[config.mk]
export PLATFORM = sky130hd
export DESIGN_NAME = cbfp_sr_ctrl
export DESIGN_NICKNAME = d
export VERILOG_FILES = /design/src/rtl/cbfp_pkg.sv /design/src/rtl/cbfp_exp_tracker.sv /design/src/rtl/cbfp_sr_ctrl.sv
export SDC_FILE = /design/constraint.sdc
export NUM_CORES = 1
export LEC_CHECK = 0
export CORE_MARGIN = 5
export CORE_UTILIZATION = 54
export CTS_BUF_LIST = sky130_fd_sc_hd__clkbuf_8
export DETAILED_ROUTE_END_ITERATION = 6
export PLACE_DENSITY = 0.85
export SLEW_MARGIN = 10
export SYNTH_ARGS = -nofsm -noshare
export SYNTH_HDL_FRONTEND = slang
export SYNTH_SLANG_ARGS = --single-unit
[constraint.sdc]
create_clock -name clk -period 1.8 [get_ports clk]
set_input_delay 0.36 -clock clk [delete_from_list [all_inputs] [get_ports clk]]
set_output_delay 0.36 -clock clk [all_outputs]
set_load 0.03 [all_outputs]
[src/rtl/cbfp_pkg.sv]
// rtl/cbfp_pkg.sv - shared state, tag types and default sizes for the CBFP shift-register sequencer
package cbfp_pkg;

  localparam int ARRAY_SIZE_DEF = 16;
  localparam int BUF_DEPTH_DEF  = 64;
  localparam int BLOCKS_DEF     = 8;
  localparam int EXP_W_DEF      = 5;
  localparam int BEAT_W         = $clog2(BUF_DEPTH_DEF / ARRAY_SIZE_DEF);
  localparam int BLK_W          = $clog2(BLOCKS_DEF);

  typedef enum logic [1:0] {
    IDLE,
    FILL,
    STREAM,
    FLUSH
  } sr_state_e;

  typedef struct packed {
    logic              valid;
    logic [BEAT_W-1:0] beat;
    logic [BLK_W-1:0]  blk;
    logic              last;
  } sr_tag_t;

endpackage

[src/rtl/cbfp_exp_tracker.sv]
// rtl/cbfp_exp_tracker.sv - running-minimum exponent per block, latched on the block's final beat
module cbfp_exp_tracker
  import cbfp_pkg::*;
#(
  parameter int EXP_W = EXP_W_DEF
) (
  input  logic             clk,
  input  logic             rst,
  input  logic             accept,
  input  logic             first_beat,
  input  logic             final_beat,
  input  logic [EXP_W-1:0] exp_in,
  output logic [EXP_W-1:0] blk_exp
);

  logic [EXP_W-1:0] acc;
  logic [EXP_W-1:0] run_min;

  // Beat 0 restarts the minimum so the previous block never leaks in
  always_comb begin
    run_min = exp_in;
    if (!first_beat && (acc < exp_in)) run_min = acc;
  end

  always_ff @(posedge clk or posedge rst) begin
    if (rst) begin
      acc     <= '0;
      blk_exp <= '0;
    end else if (accept) begin
      acc <= run_min;
      if (final_beat) blk_exp <= run_min;
    end
  end

endmodule

[src/rtl/cbfp_sr_ctrl.sv]
// rtl/cbfp_sr_ctrl.sv - shift-register output buffer sequencer; CBFP_SR_CTRL_EXP_EN enables the block exponent tracker
module cbfp_sr_ctrl
  import cbfp_pkg::*;
#(
  parameter  int ARRAY_SIZE       = ARRAY_SIZE_DEF,
  parameter  int BUF_DEPTH        = BUF_DEPTH_DEF,
  parameter  int BLOCKS_PER_FRAME = BLOCKS_DEF,
  parameter  int EXP_W            = EXP_W_DEF,
  localparam int BPB              = BUF_DEPTH / ARRAY_SIZE,
  localparam int BW               = $clog2(BPB),
  localparam int KW               = $clog2(BLOCKS_PER_FRAME)
) (
  input  logic             clk,
  input  logic             rst,
  input  logic             valid_in,
  input  logic [EXP_W-1:0] exp_in,
  output logic             in_ready,
  output logic             shift_en,
  output logic             out_valid,
  output logic [BW-1:0]    out_beat,
  output logic [KW-1:0]    out_blk,
  output logic             out_last,
  output logic [EXP_W-1:0] blk_exp,
  output logic             frame_done,
  output logic             ovf_err
);

  localparam logic [BW-1:0] BEAT_LAST = BW'(BPB - 1);
  localparam logic [KW-1:0] BLK_LAST  = KW'(BLOCKS_PER_FRAME - 1);

  sr_state_e     state, state_nx;
  logic [BW-1:0] in_beat;
  logic [KW-1:0] in_blk;
  logic [1:0]    flush_cnt;
  sr_tag_t       tag [4];
  logic          tap_new;
  logic          accept, beat_last, blk_last, flush_end;

  assign accept    = valid_in & in_ready;
  assign beat_last = (in_beat == BEAT_LAST);
  assign blk_last  = (in_blk == BLK_LAST);
  assign flush_end = (state == FLUSH) && (flush_cnt == 2'd2);
  assign shift_en  = accept | (state == FLUSH);

  always_ff @(posedge clk or posedge rst) begin
    if (rst) state <= IDLE;
    else     state <= state_nx;
  end

  always_comb begin
    state_nx = state;
    case (state)
      IDLE:    if (accept) state_nx = FILL;
      FILL:    if (accept && beat_last) state_nx = STREAM;
      STREAM:  if (accept && beat_last && blk_last) state_nx = FLUSH;
      FLUSH:   if (flush_end) state_nx = IDLE;
      default: state_nx = IDLE;
    endcase
  end

  always_ff @(posedge clk or posedge rst) begin
    if (rst) begin
      in_ready   <= 1'b0;
      in_beat    <= '0;
      in_blk     <= '0;
      flush_cnt  <= 2'd0;
      ovf_err    <= 1'b0;
      frame_done <= 1'b0;
      tap_new    <= 1'b0;
      for (int i = 0; i < 4; i++) tag[i] <= '0;
    end else begin
      in_ready   <= (state_nx != FLUSH);
      ovf_err    <= ovf_err | (valid_in & ~in_ready);
      frame_done <= flush_end;
      // Tap data is reported once, on the cycle right after the shift that delivered it
      tap_new    <= shift_en;
      if (accept) begin
        in_beat <= in_beat + 1'b1;
        if (beat_last) in_blk <= blk_last ? '0 : in_blk + 1'b1;
      end
      if (state == FLUSH) flush_cnt <= flush_end ? 2'd0 : flush_cnt + 2'd1;
      if (shift_en) begin
        tag[0] <= '{valid: accept, beat: in_beat, blk: in_blk,
                    last: accept & beat_last & blk_last};
        for (int i = 1; i < 4; i++) tag[i] <= tag[i-1];
      end
    end
  end

  assign out_valid = tag[3].valid & tap_new;
  assign out_beat  = tag[3].beat;
  assign out_blk   = tag[3].blk;
  assign out_last  = tag[3].last;

`ifdef CBFP_SR_CTRL_EXP_EN
  cbfp_exp_tracker #(.EXP_W(EXP_W)) u_exp_tracker (
    .clk       (clk),
    .rst       (rst),
    .accept    (accept),
    .first_beat(in_beat == '0),
    .final_beat(beat_last),
    .exp_in    (exp_in),
    .blk_exp   (blk_exp)
  );
`else
  logic unused_exp;
  assign unused_exp = ^exp_in;
  assign blk_exp    = '0;
`endif

endmodule
# Yosys cells after proc, flatten, opt, wreduce, memory -nomap -nowiden
# Index checks and enable logic that the tools add are counted.
# classes
n_addsub	3
n_eq_ne	7
muxes	7
bitwise	8
n_reduce_logical	5
# ops
operator	count
$mux 2	5
$eq 2x2->1 const B	4
$pmux 2 s4	1
$and 1x1->1	5
$add 2x1->2 const B	2
$add 3x1->3 const B	1
$eq 3x3->1 const B	1
$logic_and 1x1->1	3
$mux 3	1
$eq 2x1->1 const B	1
$logic_not 2->1	1
$ne 2x2->1 const B	1
$or 1x1->1	2
$reduce_and 2->1	1
$not 1->1	1
# word_totals
reg_bits	41
in_bits	8
output_inout_bits	16
wordCells	54

# Logic depth before layout (Yosys ltp)
# Gate-level depths: netlist of run 1.
# depth
ltp_word	6
mapped_depth	5
mapped_depth_nobuf	4

# Worst setup path before layout of run 1
# Ideal clock, no wire load.
# synth_timing
path_type	flip-flop to flip-flop
startpoint	register in_ready
endpoint	register tag, in the netlist out_blk[0]
setup_time_ps	125
arrival_ps	1460
setup_slack_ps	215
stages_incl_launch_ff	6
path_buffers	2
synth_period_minus_slack_ps	1585
path_cell_list	dfrtp_1 > buf_6 > a22oi_4 > inv_4 > buf_6 > mux2_4
# synth_between
elab_chain_len	2
# synth_lines
element	line	rtl
from (decl)	cbfp_sr_ctrl.sv:17	output logic in_ready,
from (signal assigned)	cbfp_sr_ctrl.sv:72	in_ready <= (state_nx != FLUSH);
$and 1x1->1	cbfp_sr_ctrl.sv:39	assign accept = valid_in & in_ready;
$or 1x1->1	cbfp_sr_ctrl.sv:43	assign shift_en = accept | (state == FLUSH);
net shift_en	cbfp_sr_ctrl.sv:18	output logic shift_en,
to (decl)	cbfp_sr_ctrl.sv:35	sr_tag_t tag [4];
# The timed path passes the listed nets, and every way through them passes these cells.
# A chain may end at the register's enable or synchronous reset.

# Worst setup path in the final report of run 1
# layout_timing
startpoint	register tag, in the netlist out_blk[1]
endpoint	output out_blk[1]
# layout_lines
element	line	rtl
to (decl)	cbfp_sr_ctrl.sv:21	output logic [KW-1:0] out_blk,
# No word-level cell between the ends.

==> reports/metrics.csv, run 1 <==
metric;value;unit
status;completed;
Iter 0 DRT Violations;33;
postcts setup bufs;0;
largest net degree at the start of global routing;42;
worst reg2reg path depth;3;
cells taking the most area after synthesis;dfrtp_1 56%, mux2_4 16%, mux2_2 8.0%;
asr flop ratio synth;100;%
GRT Residual Overflow;0;
leakage;0.999;nW
drt first pass iters;4;
register-to-register setup slack;400;ps
CP top delay family;buffers and inverters;
GP Congestion;0.706;
Pwr Density;1980;nW/µm²
CTS tree;built;
Clock Sinks;41;
Synth warnings;0;
IO Pins;24;
most frequent cell after synthesis;dfrtp_1;
Seq/Total Area, Yosys;56.3;%
Critical Path Max Stage Delay;670;ps
Final Setup Violations;0;
Fillers;243;
first-pass GRT wire length;5.00;mm
Total GRT Usage;15.0;%
Slowest cell on crit path;clkdlybuf4s50_1;
Commonest cells post-synth;41 x dfrtp_1, 19 x mux2_4, 13 x mux2_2;
Antenna Nets Post-Route;0;
nets@finish;148;
total number of vias;943;
Synth-to-Final Area Change;15.7;%
clock latency on the worst-skew pair;280;ps
largest area contributor in the synthesized netlist;dfrtp_1;
Setup WS pre-CTS;86.1;ps
Synth top area share;56.3;%
final slew viol count;0;
Die Width;68.1;µm
DR WL/cell;15.5;µm
IO Port Bufs;13;
FP Rows;21;
DRC Markers;0;
unrepaired setup endpoints after global routing;false;
root buf cell;clkbuf_8;
final setup TNS;0;ps
final core utilization;63.7;%
HP Class;in -> async;
CP endpoint kind;output port;
final worst path period share;93.0;%
RR Startpoint;state[0]$_DFF_PP0_;
final worst slack;126;ps
ant diodes;0;
total CTS buffers;5;
Fin. Hold Viols;0;
clk slew on worst S/H paths;70;ps
Die ar.;4640;µm²
Post-synth EDFFs;0;
CTS Buffer Depth;2;
Setup Skew;3.38;ps
worst endpoint data arrival time;1310;ps
Mean Syn Cell Area;15.3;µm²
Max Fclk;597;MHz
Chip Height;68.1;µm
post-DR vias/cell;5.13;
Max Cap Viol;0;
Buffers & Inverters on Critical Path;1;
peak supply drop;1.23;mV
cell count after synthesis;119;
core area;3310;µm²
worst path required time;1440;ps
Primary FF master, synth;dfrtp_1;
CP Max Fanout;2;
final WL;2.86;mm
share of layout cells above drive strength 1;39.1;%
vias in the first global route;1025;
Initial Util;55.1;%
crit-path cells;clkdlybuf4s50_1;
H-tree depth;2;
hpwl dp;1.98;mm
antenna violations before repair;0;
min Tclk post-route;1670;ps
Reg2Reg Capture Point;tag[25]$_DFFE_PP0P_;
critical path type;reg -> out;
synthesis-stage register bit count;41;
Mapped Area;1820;µm²
synth unique cells;28;
kind of start point of the critical path;flop;
cells in the final DEF, fill, tap and decap left out, types with 2 or more instances in the layout:
master	count
dfrtp_1	41
mux2_4	19
mux2_2	13
clkdlybuf4s50_1	11
buf_4	8
clkbuf_8	6
conb_1	5
inv_1	4
ha_1	3
nand3_1	2
o2bb2ai_1	2
nand2_1	2
nand3b_1	2
nor2_1	2
buf_12	2
worst min-delay path: cells and delay by family:
kind	cells	cell delay (ps)
buffers and inverters	3	720
where the power goes:
part	internal, mW	switching, mW
Clock	0.446	0.292
Sequential	1.34	0.304
Combinational	1.06	0.737
Total	2.84	1.33
per-layer routing:
layer / up-vias / global-route usage (%) / wire, µm
li1: 430 / - / -
met4: 0 / 5.21 / 42
met1: 491 / 17.1 / 1190
met2: 16 / 26.6 / 1520
met5: - / 0 / 0
met3: 6 / 4.27 / 102
cell families (layout without fill, tap and decap cells):
kind of cell    Yosys count  count (layout)  synth area share (%)
mux                      32              32                  23.7
xor+xnor                  1               1                 0.481
flops                    41              41                  56.3
other cells               1               5                 0.206
simple gates             14              14                  4.74
fa+ha+maj                 3               3                  2.06
buf+inv                  19              34                  7.82
compound gates            8               8                  4.74
worst max path at each step:
stage                                start                     end  slack [ps]  cells past startpoint
detailed placement                valid_in   in_blk[1]$_DFFE_PP0P_          90                      4
CTS                     tag[6]$_DFFE_PP0P_               out_valid          20                      2
global route                      valid_in                shift_en          70                      4
finish              out_blk[1]$_DFFE_PP0P_              out_blk[1]         130                      1
floorplan               in_ready$_DFF_PP0_  out_blk[0]$_DFFE_PP0P_         220                      5
global placement                  valid_in     tag[23]$_DFFE_PP0P_          80                      4
registers in the layout (all words and copies together), names as in the netlist, 2 cells and up:
signal / flops
flush_cnt: 2
in_beat: 2
in_blk: 3
out_beat: 2
out_blk: 3
state: 2
tag: 22
through the flow:
step / cell area [µm²] / instances / power [mW] / hold WS (ps)
6_report: 2110 / 184 / 4.18 / 425
5_1_grt: 2110 / 184 / 4.43 / 468
4_1_cts: 2110 / 184 / 4.24 / 433
3_5_place_dp: 1990 / 176 / 3.47 / 446
3_3_place_gp: 1990 / 176 / 3.33 / 441
2_1_floorplan: 1840 / 123 / 3.04 / 456
what timing repair did:
item,CTS,global route
endpoints found under the setup margin,0,1
resized for setup,0,1
hold buffers,0,0
final cells by class:
cell class	instances	area [µm²]	area share [%]
clock buffers	6	82.6	3.91
clock inverters	2	33.8	1.60
inverters	4	17.5	0.830
multi-input cells	63	669	31.7
flip-flops and latches	41	1030	48.6
well taps	46	57.6	2.73
repair buffers	22	223	10.6
(Power assumes the default switching activity.)
==> run 2, diff against run 1 <==
Settings changed: CTS_BUF_LIST sky130_fd_sc_hd__clkbuf_8 to sky130_fd_sc_hd__clkbuf_4.
==> run 2 against run 1 <==
Against the previous run: critical path type unchanged; cell count did not move; critical path depth did not move; largest cell class unchanged; register-to-register slack hardly changed; first-iteration DRC count grew 110%; global-route usage shrank 0.15 points; flip-flop and latch count did not move; wire length decreased by 3.3%; largest power group unchanged; combinational power about the same; design area fell by 1.4%.
==> reports/metrics.csv, run 2 (synthesized netlist as in run 1, its figures left out) <==
metric;value;unit;change
status;completed;;unchanged
Fin. Hold Viols;0;;unchanged
HP Class;in -> async;;unchanged
hpwl dp;1.98;mm;unchanged
Post-CTS Hold Buffers;0;;unchanged
first-pass GRT wire length;4.88;mm;was 5.00 mm
Max Cap Viol;0;;unchanged
CTS Buffer Depth;2;;unchanged
total number of vias;938;;was 943
GRT Residual Overflow;0;;unchanged
Pwr Density;1920;nW/µm²;was 1980 nW/µm²
crit-path cells;clkdlybuf4s50_1;;unchanged
final setup TNS;0;ps;unchanged
H-tree depth;2;;unchanged
Fillers;244;;was 243
peak supply drop;0.964;mV;was 1.23 mV
Critical Path Max Stage Delay;670;ps;about the same
CTS tree;built;;unchanged
unrepaired setup endpoints after global routing;false;;unchanged
nets@finish;148;;unchanged
share of layout cells above drive strength 1;39.9;%;was 39.1%
IO Port Bufs;13;;unchanged
CP Max Fanout;2;;unchanged
Die ar.;4640;µm²;unchanged
Setup Skew;5.68;ps;was 3.38 ps
final worst path period share;96.7;%;was 93.0%
Antenna Nets Post-Route;0;;unchanged
antenna violations before repair;0;;unchanged
ant diodes;0;;unchanged
critical path type;reg -> out;;unchanged
Iter 0 DRT Violations;69;;was 33
Initial Util;55.1;%;unchanged
Die Width;68.1;µm;unchanged
kind of start point of the critical path;flop;;unchanged
most common cell after layout, fill and taps aside;dfrtp_1;;unchanged
final slew viol count;0;;unchanged
CP top delay family;buffers and inverters;;unchanged
FP Rows;21;;unchanged
vias in the first global route;1011;;was 1025
worst endpoint data arrival time;1380;ps;was 1310 ps
DR WL/cell;15.0;µm;was 15.5 µm
min Tclk post-route;1740;ps;was 1670 ps
clk slew on worst S/H paths;110;ps;was 70 ps
root buf cell;clkbuf_4;;was clkbuf_8
drt first pass iters;4;;unchanged
total CTS buffers;5;;unchanged
worst path required time;1440;ps;about the same
final core utilization;62.8;%;was 63.7%
max reg flops;22;;unchanged
CP endpoint kind;output port;;unchanged
Synth-to-Final Area Change;14.1;%;was 15.7%
Slowest cell on crit path;clkdlybuf4s50_1;;unchanged
most frequent cells in the layout;40 x dfrtp_1, 19 x mux2_4, 13 x mux2_2;;was 41 x dfrtp_1, 19 x mux2_4, 13 x mux2_2
final WL;2.76;mm;was 2.86 mm
Clock Sinks;41;;unchanged
Total GRT Usage;14.8;%;was 15.0%
Final Setup Violations;0;;unchanged
post-DR vias/cell;5.10;;was 5.13
largest net degree at the start of global routing;42;;unchanged
Buffers & Inverters on Critical Path;1;;unchanged
DRC Markers;0;;unchanged
IO Pins;24;;unchanged
GP Congestion;0.706;;unchanged
Max Fclk;575;MHz;was 597 MHz
leakage;1.01;nW;was 0.999 nW
clock latency on the worst-skew pair;350;ps;was 280 ps
placed cells;176;;unchanged
postcts setup bufs;0;;unchanged
core area;3310;µm²;unchanged
Chip Height;68.1;µm;unchanged
Finished Layout Cells;184;;unchanged
Most flops, register;tag;;unchanged
==> run 2: changes by cell type in the layout (fill, tap and decap cells not counted) <==
cell and change:
clkbuf_4 +6, clkbuf_8 -6, clkdlybuf4s50_1 -4, dlymetal6s2s_1 +3, clkinv_1 +1, dfrtp_1 -1
dfrtp_2 +1, dlygate4sd2_1 +1, inv_1 -1
==> run 2: per-layer routing <==
layer,vias to the layer above,global-route usage [%],share of wire [%]
met5,-,0,0
met1,480,17.2,42
met2,20,24.9,52
met4,0,7.44,2.3
met3,7,4.27,4.1
li1,431,-,-
==> run 2: area by class of cell <==
type	instances	area [µm²]	share of cell area, %
Multi-Input combinational cell	63	669	32.2
Timing Repair Buffer	22	229	11.0
Sequential cell	41	1030	49.4
Tap cell	46	57.6	2.77
Clock buffer	6	45.0	2.17
Clock inverter	2	33.8	1.62
Inverter	4	17.5	0.842
==> run 2: report_power, final <==
| part | internal [mW] | total, mW | switching [mW] |
|---|---|---|---|
| clock network | 0.304 | 0.582 | 0.278 |
| logic | 1.05 | 1.78 | 0.732 |
| registers | 1.34 | 1.63 | 0.298 |
==> run 2: metrics by stage <==
stage          hold slack, ps  worst slack, ps  area, µm²  total power, mW
2_1_floorplan             456              215       1840             3.04
3_3_place_gp              441             81.9       1990             3.33
3_5_place_dp              446             86.1       1990             3.47
4_1_cts                   359             28.6       2070             4.05
5_1_grt                   388            0.336       2080             4.24
6_report                  351             59.6       2080             3.99
==> run 2: final timing paths <==
| path | from | depth (start not counted) | slack, ps | endpoint |
|---|---|---|---|---|
| worst max register to register | in_blk[0]$_DFFE_PP0P_ | 4 | 390 | state[0]$_DFF_PP0_ |
| worst min register to register | ovf_err$_DFF_PP0_ | 1 | 470 | ovf_err$_DFF_PP0_ |
| worst min-delay path | rst | 3 | 350 | out_blk[1]$_DFFE_PP0P_ |
| max in group asynchronous | rst | 3 | 1240 | state[0]$_DFF_PP0_ |
| worst max-delay path | out_blk[0]$_DFFE_PP0P_ | 1 | 60 | out_blk[0] |
| min in group clk | ovf_err$_DFF_PP0_ | 1 | 470 | ovf_err$_DFF_PP0_ |
==> run 2: timing repair <==
action | in CTS | in global routing
gates resized for setup | 1 | 5
hold endpoints to repair | 0 | 0
endpoints found under the setup margin | 1 | 5
==> run 3, diff against run 2 <==
Settings changed: HOLD_SLACK_MARGIN from default to 0.12.
==> results of run 3 <==
No change in the layout: final DEF, timing and power equal those of run 2.
